File: src/rtl/regfile_mp.sv
// regfile_mp -- multi-port integer register file with busy scoreboard.
//
// Holds NREGS architectural registers of XLEN bits. x0 reads as zero and
// ignores writes. Reads are combinational, and writes happen on the rising
// edge of clk. Each register also has a busy bit. The hazard unit sets a busy
// bit when it issues a producer and the bit clears when that register is
// written back.
//
// Build option:
//   REGFILE_BYPASS_EN  When defined, a read of a register that is being
//                      written in the same cycle returns the incoming write
//                      data (write-through forwarding). When undefined, the
//                      read returns the stored pre-edge value.
//
// Ports:
//   clk        system clock, rising edge
//   reset      asynchronous active-high reset; clears all data and busy bits
//   RegWrite   [NWR]       per-port write enable
//   WriteReg   [NWR*AW]    per-port write address, port k at [k*AW +: AW]
//   WriteData  [NWR*XLEN]  per-port write data, port k at [k*XLEN +: XLEN]
//   ReadReg    [NRD*AW]    per-port read address
//   ReadData   [NRD*XLEN]  per-port read data (combinational)
//   ReadBusy   [NRD]       busy bit of each read address (never bypassed)
//   Alloc      mark AllocReg busy on the next edge
//   AllocReg   [AW]        register to mark busy
//   AnyBusy    OR of all busy bits
module regfile_mp #(
  parameter int XLEN  = 64,
  parameter int NREGS = 32,
  parameter int NRD   = 2,
  parameter int NWR   = 1,
  parameter int AW    = $clog2(NREGS)
) (
  input  logic                clk,
  input  logic                reset,
  input  logic [NWR-1:0]      RegWrite,
  input  logic [NWR*AW-1:0]   WriteReg,
  input  logic [NWR*XLEN-1:0] WriteData,
  input  logic [NRD*AW-1:0]   ReadReg,
  output logic [NRD*XLEN-1:0] ReadData,
  output logic [NRD-1:0]      ReadBusy,
  input  logic                Alloc,
  input  logic [AW-1:0]       AllocReg,
  output logic                AnyBusy
);

  logic [XLEN-1:0]  regs [NREGS];
  logic [NREGS-1:0] busy;

  // One-hot decode of each write port. A write to x0 never produces a hit,
  // so the storage, the scoreboard and the bypass all discard it.
  logic [NREGS-1:0] wr_hit [NWR];
  logic [NREGS-1:0] wr_any;
  logic [NREGS-1:0] alloc_hit;
  logic [NREGS-1:0] busy_nxt;

  always_comb begin
    wr_any = '0;
    for (int k = 0; k < NWR; k++) begin
      wr_hit[k] = '0;
      if (RegWrite[k] && (WriteReg[k*AW +: AW] != '0)) begin
        wr_hit[k][WriteReg[k*AW +: AW]] = 1'b1;
      end
      wr_any = wr_any | wr_hit[k];
    end
  end

  always_comb begin
    alloc_hit = '0;
    if (Alloc && (AllocReg != '0)) begin
      alloc_hit[AllocReg] = 1'b1;
    end
  end

  // A new producer that is issued on the same edge as the completing
  // write-back takes priority, so the set term is ORed after the clear term.
  always_comb begin
    busy_nxt    = alloc_hit | (busy & ~wr_any);
    busy_nxt[0] = 1'b0;
  end

  // Storage and scoreboard state. The ports are scanned in ascending order,
  // so on a collision the higher-indexed port is written last and wins.
  always_ff @(posedge clk or posedge reset) begin
    if (reset) begin
      for (int r = 0; r < NREGS; r++) begin
        regs[r] <= '0;
      end
      busy <= '0;
    end else begin
      for (int r = 1; r < NREGS; r++) begin
        for (int k = 0; k < NWR; k++) begin
          if (wr_hit[k][r]) begin
            regs[r] <= WriteData[k*XLEN +: XLEN];
          end
        end
      end
      busy <= busy_nxt;
    end
  end

  // Read ports. The forced zero for x0 comes last, so x0 reads as zero even
  // when the bypass is enabled.
  always_comb begin
    ReadData = '0;
    ReadBusy = '0;
    for (int j = 0; j < NRD; j++) begin
      logic [AW-1:0]   ra;
      logic [XLEN-1:0] rd;
      ra = ReadReg[j*AW +: AW];
      rd = regs[ra];
`ifdef REGFILE_BYPASS_EN
      for (int k = 0; k < NWR; k++) begin
        if (wr_hit[k][ra]) begin
          rd = WriteData[k*XLEN +: XLEN];
        end
      end
`endif
      if (ra == '0) begin
        rd = '0;
      end
      ReadData[j*XLEN +: XLEN] = rd;
      ReadBusy[j]              = busy[ra];
    end
  end

  assign AnyBusy = |busy;

endmodule
File: config.mk
export PLATFORM = sky130hd
export DESIGN_NAME = regfile_mp
export DESIGN_NICKNAME = d
export VERILOG_FILES = /design/src/rtl/regfile_mp.sv
export SDC_FILE = /design/constraint.sdc
export NUM_CORES = 2
export LEC_CHECK = 0
export ABC_AREA = 0
export CAP_MARGIN = 20
export CORE_MARGIN = 2
export CORE_UTILIZATION = 35
export CTS_CLUSTER_DIAMETER = 50
export DETAILED_ROUTE_END_ITERATION = 7
export PLACE_DENSITY_LB_ADDON = 0.12
export SKIP_LAST_GASP = 1
export SLEW_MARGIN = 20
export SYNTH_ARGS = -nofsm -noshare
export SYNTH_HDL_FRONTEND = slang
export SYNTH_SLANG_ARGS = --single-unit
File: constraint.sdc
create_clock -name clk -period 64.4 [get_ports clk]
set_input_delay 6.44 -clock clk [delete_from_list [all_inputs] [get_ports clk]]
set_output_delay 6.44 -clock clk [all_outputs]
set_load 0.01 [all_outputs]
======== After elaboration in Yosys (flattened, before gate mapping) ========
Index checks and enable logic that the tools add are counted.
operators by class
  reduce and logical (&&, ||, !) cells .... 9
  order comparisons ....................... 8
  mux-type cells .......................... 18
  bitwise logic cells ..................... 5
operators by type and width
  operator                                                                             count
  64-bit binary-select mux with 5-bit select                                           2
  64-bit two-way mux                                                                   6
  32-bit two-way mux                                                                   2
  32-bit bitwise AND                                                                   1
  32-bit inverter                                                                      1
  32-bit bitwise OR                                                                    1
  31-bit OR reduction                                                                  1
  5-bit by 6-bit < comparator with 1-bit output, second input constant                 4
  6-bit greater-or-equal comparator, second input constant                             2
  5-bit inverter with 6-bit output                                                     2
  1-bit binary-select mux with 5-bit select                                            2
  1-bit demux with 5-bit select                                                        2
  5-bit by 1-bit greater-or-equal comparator with 1-bit output, second input constant  2
  5-bit logical NOT                                                                    2
  5-bit nonzero test                                                                   2
  1-bit logical AND                                                                    4
  1-bit two-way mux                                                                    4
word-level totals
  register bits ........................... 2015
  output and inout port bits .............. 131
  logic and storage cells ................. 72
  input port bits ......................... 88

======== Depth between registers and ports, before layout ========
  depth after elaboration ................. 8
  depth in mapped cells ................... 9
  depth with buffers taken out ............ 4

======== Worst setup path after synthesis ========
Ideal clock, no wire load.
  path kind ............................... input to output
  start ................................... input port ReadReg[7]
  end ..................................... output port ReadData[100]
  path buffers ............................ 3
  data required time ...................... 57.960 ns
  setup slack ............................. 49.920 ns
  data arrival time ....................... 8.040 ns
  stages .................................. 7
  cells stage by stage .................... buf_2 -> buf_2 -> clkbuf_1 -> mux4_2 -> mux2_2 -> a221oi_1 -> a41oi_1
between the ends
  cells in the longest elaborated chain, start to end .. 5
  elaborated cells on any way between the ends .. 6
  those cells by class .................... 4 x mux; 1 x bitwise; 1 x reduce/logical
RTL lines
  element                                                 line  RTL
  start, declared                                         39    input logic [NRD*AW-1:0] ReadReg,
  5-bit inverter with 6-bit output (not written as such)  111   rd = regs[ra];
  64-bit binary-select mux with 5-bit select              111
  64-bit two-way mux (not written as such) (2 in series)  111
  64-bit two-way mux (*)                                  119   if (ra == '0) begin
  end, declared                                           40    output logic [NRD*XLEN-1:0] ReadData,
Every way passes the cells marked *; elsewhere a longest branch is shown, timed or not. The select of a mux whose other input is x is not followed.

======== Worst setup path in the final report ========
  start ................................... input port ReadReg[5]
  end ..................................... output port ReadData[65]
Same word-level chain as after synthesis.

==> metrics <==
final worst-path cycle share 27.19%; routed length per instance 34.16 um; Setup Fix Bufs, Post-CTS 0; largest fanout on the critical path 37; initial drt markers between 5,000 and 6,000; area post-placement 113,400 um2; CTS Buffer Depth 4; worst setup path end ReadData[65]; Avg Cell Area, Syn 15.04 um2; Initial Util around a third; HPWL Detailed between 200,000 and 250,000 um; sequential area share after synthesis 46.72%; Primary FF master, synth dfrtp_1; DRC Markers 0; CTS tree yes; slowest stage delay, CP 0.76 ns; DR vias/cell between 6 and 7; syn nets 7,266; Layout Nets slightly above 7,000; max_cap viols 0; clk_lat worst skew 0.88 ns; Util after Layout 40.42%; Final GP Congestion 0.7591; setup violators final 0; pre-CTS WS approximately 47 ns; CTS Hold Bufs 0; Ports 219; Yosys Warn Count 64; antenna violations before repair 24; IO buf count 218; Critical Path RT around 58 ns; final non-filler cell area 123,800 um2; global-route wire length before repair between 500,000 and 600,000 um; DRT antenna net count 0; Worst EP arrival 11.07 ns; Yosys reg bits around 2,000; CP endpoint kind output port; Pwr per Cell Area 34.13 nW/um2; Die Height 559.3 um; fmax 57.11 MHz; Detailed Routing Iterations Pass 1 6; async set-reset flop share out of synthesis 100.0%; relative slew slack 20.19%; largest net degree at the start of global routing 151; CP dominant cell by count buf_4; Final Hold Vio Count 0; status complete, no violations; CTS sink count 2,015; Setup Skew 0 ns; Clock Pin Slew Worst Setup and Hold Paths 0.05 ns; die width 559.3 um; instance count on the critical path 9; vias post-DR between 60,000 and 70,000; R2R cell count 1; root buffer cell clkbuf_16; Resized Gates After CTS 0; PnR worst setup slack approximately 47 ns; Leak Pwr 52.09 nW; total grt overflow 0; worst min-delay path class flop to flop; commonest non-fill, non-tap cells in the layout mux2_2 (2,230), dfrtp_1 (2,015), mux4_2 (907); gr usage total 24.62%; area of the mapped netlist ~110,000 um2; row count 203; largest delay contributor family on the critical path buffers and inverters; Period minus WS final 17.51 ns; Slowest-stage cell, CP buf_4; layout cells sized above 1 approximately 54%; worst r2r src regs[1126]$_DFFE_PP0P_; most common cell after layout, fill and taps aside mux2_2; unrepaired setup endpoints after global routing false; reg2reg setup slack 63.59 ns; worst-path cell chain buf_8, buf_4, buf_4, buf_4, mux4_2, mux2_2, a221oi_1, a41oi_1, clkdlybuf4s50_1; final WL 390,100 um; Tightest Pin Transition 1.197 ns; htree depth 5; area delta synth->final 14.70%; Setup CP Type input pin to output port; worst hold margin 0.5025 ns; fin. max-slew vios 0; Worst Setup Start Kind input pin; FF-to-FF End regs[1126]$_DFFE_PP0P_; number of CTS-inserted buffers about 300; Netlist cell types 52; CP Buf/Inv Count 5; Post-synth EDFFs 0; Max VDD drop 0.01997 mV; core area ~310,000 um2; vias in the first global route 72,660; Mapped Cells 7,178; Worst Setup SP ReadReg[5]; die area 312,900 um2; Fin Setup TNS 0 ns
## per-stage QoR
step,cells,total power [mW]
2_1_floorplan,7178,2.286
3_3_place_gp,10870,2.487
3_5_place_dp,10870,2.516
4_1_cts,11410,4.268
5_1_grt,11420,4.409
6_report,11420,4.226
## Yosys cell counts (2+ instances only)
master	instances	area [um2]
a22oi_1	25	187.7
nor4_1	7	43.79
a221o_1	140	1401
a31oi_1	39	244.0
nor2_2	12	75.07
a32oi_1	14	122.6
a221oi_1	89	779.5
a211o_1	2	17.52
o41ai_1	2	17.52
mux4_2	907	20430
o31a_1	16	140.1
o31ai_1	5	37.54
dfrtp_1	2015	50420
a41oi_1	53	464.2
nor3b_1	8	60.06
buf_1	21	78.83
o22ai_1	11	68.82
mux2_2	2230	25110
o21a_1	11	82.58
nand2_1	267	1002
o211ai_1	2	15.01
nor2_1	54	202.7
and3_1	3	18.77
a22o_1	11	96.34
nand3_1	18	90.09
and2_1	2	12.51
nor2_4	4	45.04
nand2b_1	98	613.1
nor2b_1	19	118.9
nand3b_1	5	37.54
buf_4	47	352.8
o32a_1	9	90.09
a32o_1	5	50.05
nand4b_1	3	26.28
inv_1	6	22.52
nand4_1	5	31.28
clkbuf_1	393	1475
a21oi_1	89	445.4
buf_2	338	1692
mux2i_1	55	550.5
mux2_1	71	799.5
nor3_1	25	125.1
o21ai_0	33	165.2
## power by group
group | total [mW] | internal [mW] | switching (mW)
Sequential | 1.70 | 1.52 | 0.179
Clock | 1.73 | 1.07 | 0.665
Combinational | 0.799 | 0.483 | 0.315
## worst min path at each step
stage	start	depth (start not counted)	slack, ns	to
after floorplan	regs[101]$_DFFE_PP0P_	1	0.47	regs[101]$_DFFE_PP0P_
after global placement	regs[86]$_DFFE_PP0P_	1	0.48	regs[86]$_DFFE_PP0P_
after detailed placement	regs[1123]$_DFFE_PP0P_	1	0.49	regs[1123]$_DFFE_PP0P_
after CTS	regs[1123]$_DFFE_PP0P_	1	0.50	regs[1123]$_DFFE_PP0P_
after global routing	regs[1134]$_DFFE_PP0P_	1	0.51	regs[1134]$_DFFE_PP0P_
final	regs[1122]$_DFFE_PP0P_	1	0.50	regs[1122]$_DFFE_PP0P_
## cells by family (layout without fill, tap and decap cells)
family                 count (synthesis)  count (layout)  synth area share, %
AND/OR/NAND/NOR                      536             536                2.367
buffers and inverters                807             943                3.369
flip-flops                          2015            2015                46.72
multiplexers                        3263            3263                43.44
AO/OA/AOI/OAI                        557             557                4.108
other                                  0               6                    0
## per-layer routing
metal	track usage [%]	up-vias	wire, um
met5	0	-	142
met4	7.575	22	12600
met3	3.313	618	17490
met2	41.01	1970	190900
met1	33.31	38270	168900
li1	-	27710	-
## final cells by class
cell class,instances,area (um2)
fill,28190,182500
sequential,2015,50420
inverter,7,51.30
clock buffer,384,8288
clock inverter,156,2265
tap,4100,5130
antenna,6,15.01
timing repair buffer,396,3515
multi-input combinational,4356,54120
## flip-flops by register name, summed over array words and instances, names as in the netlist
name,cells
regs,1984
busy,31
Power figures use the tool's default switching activity.
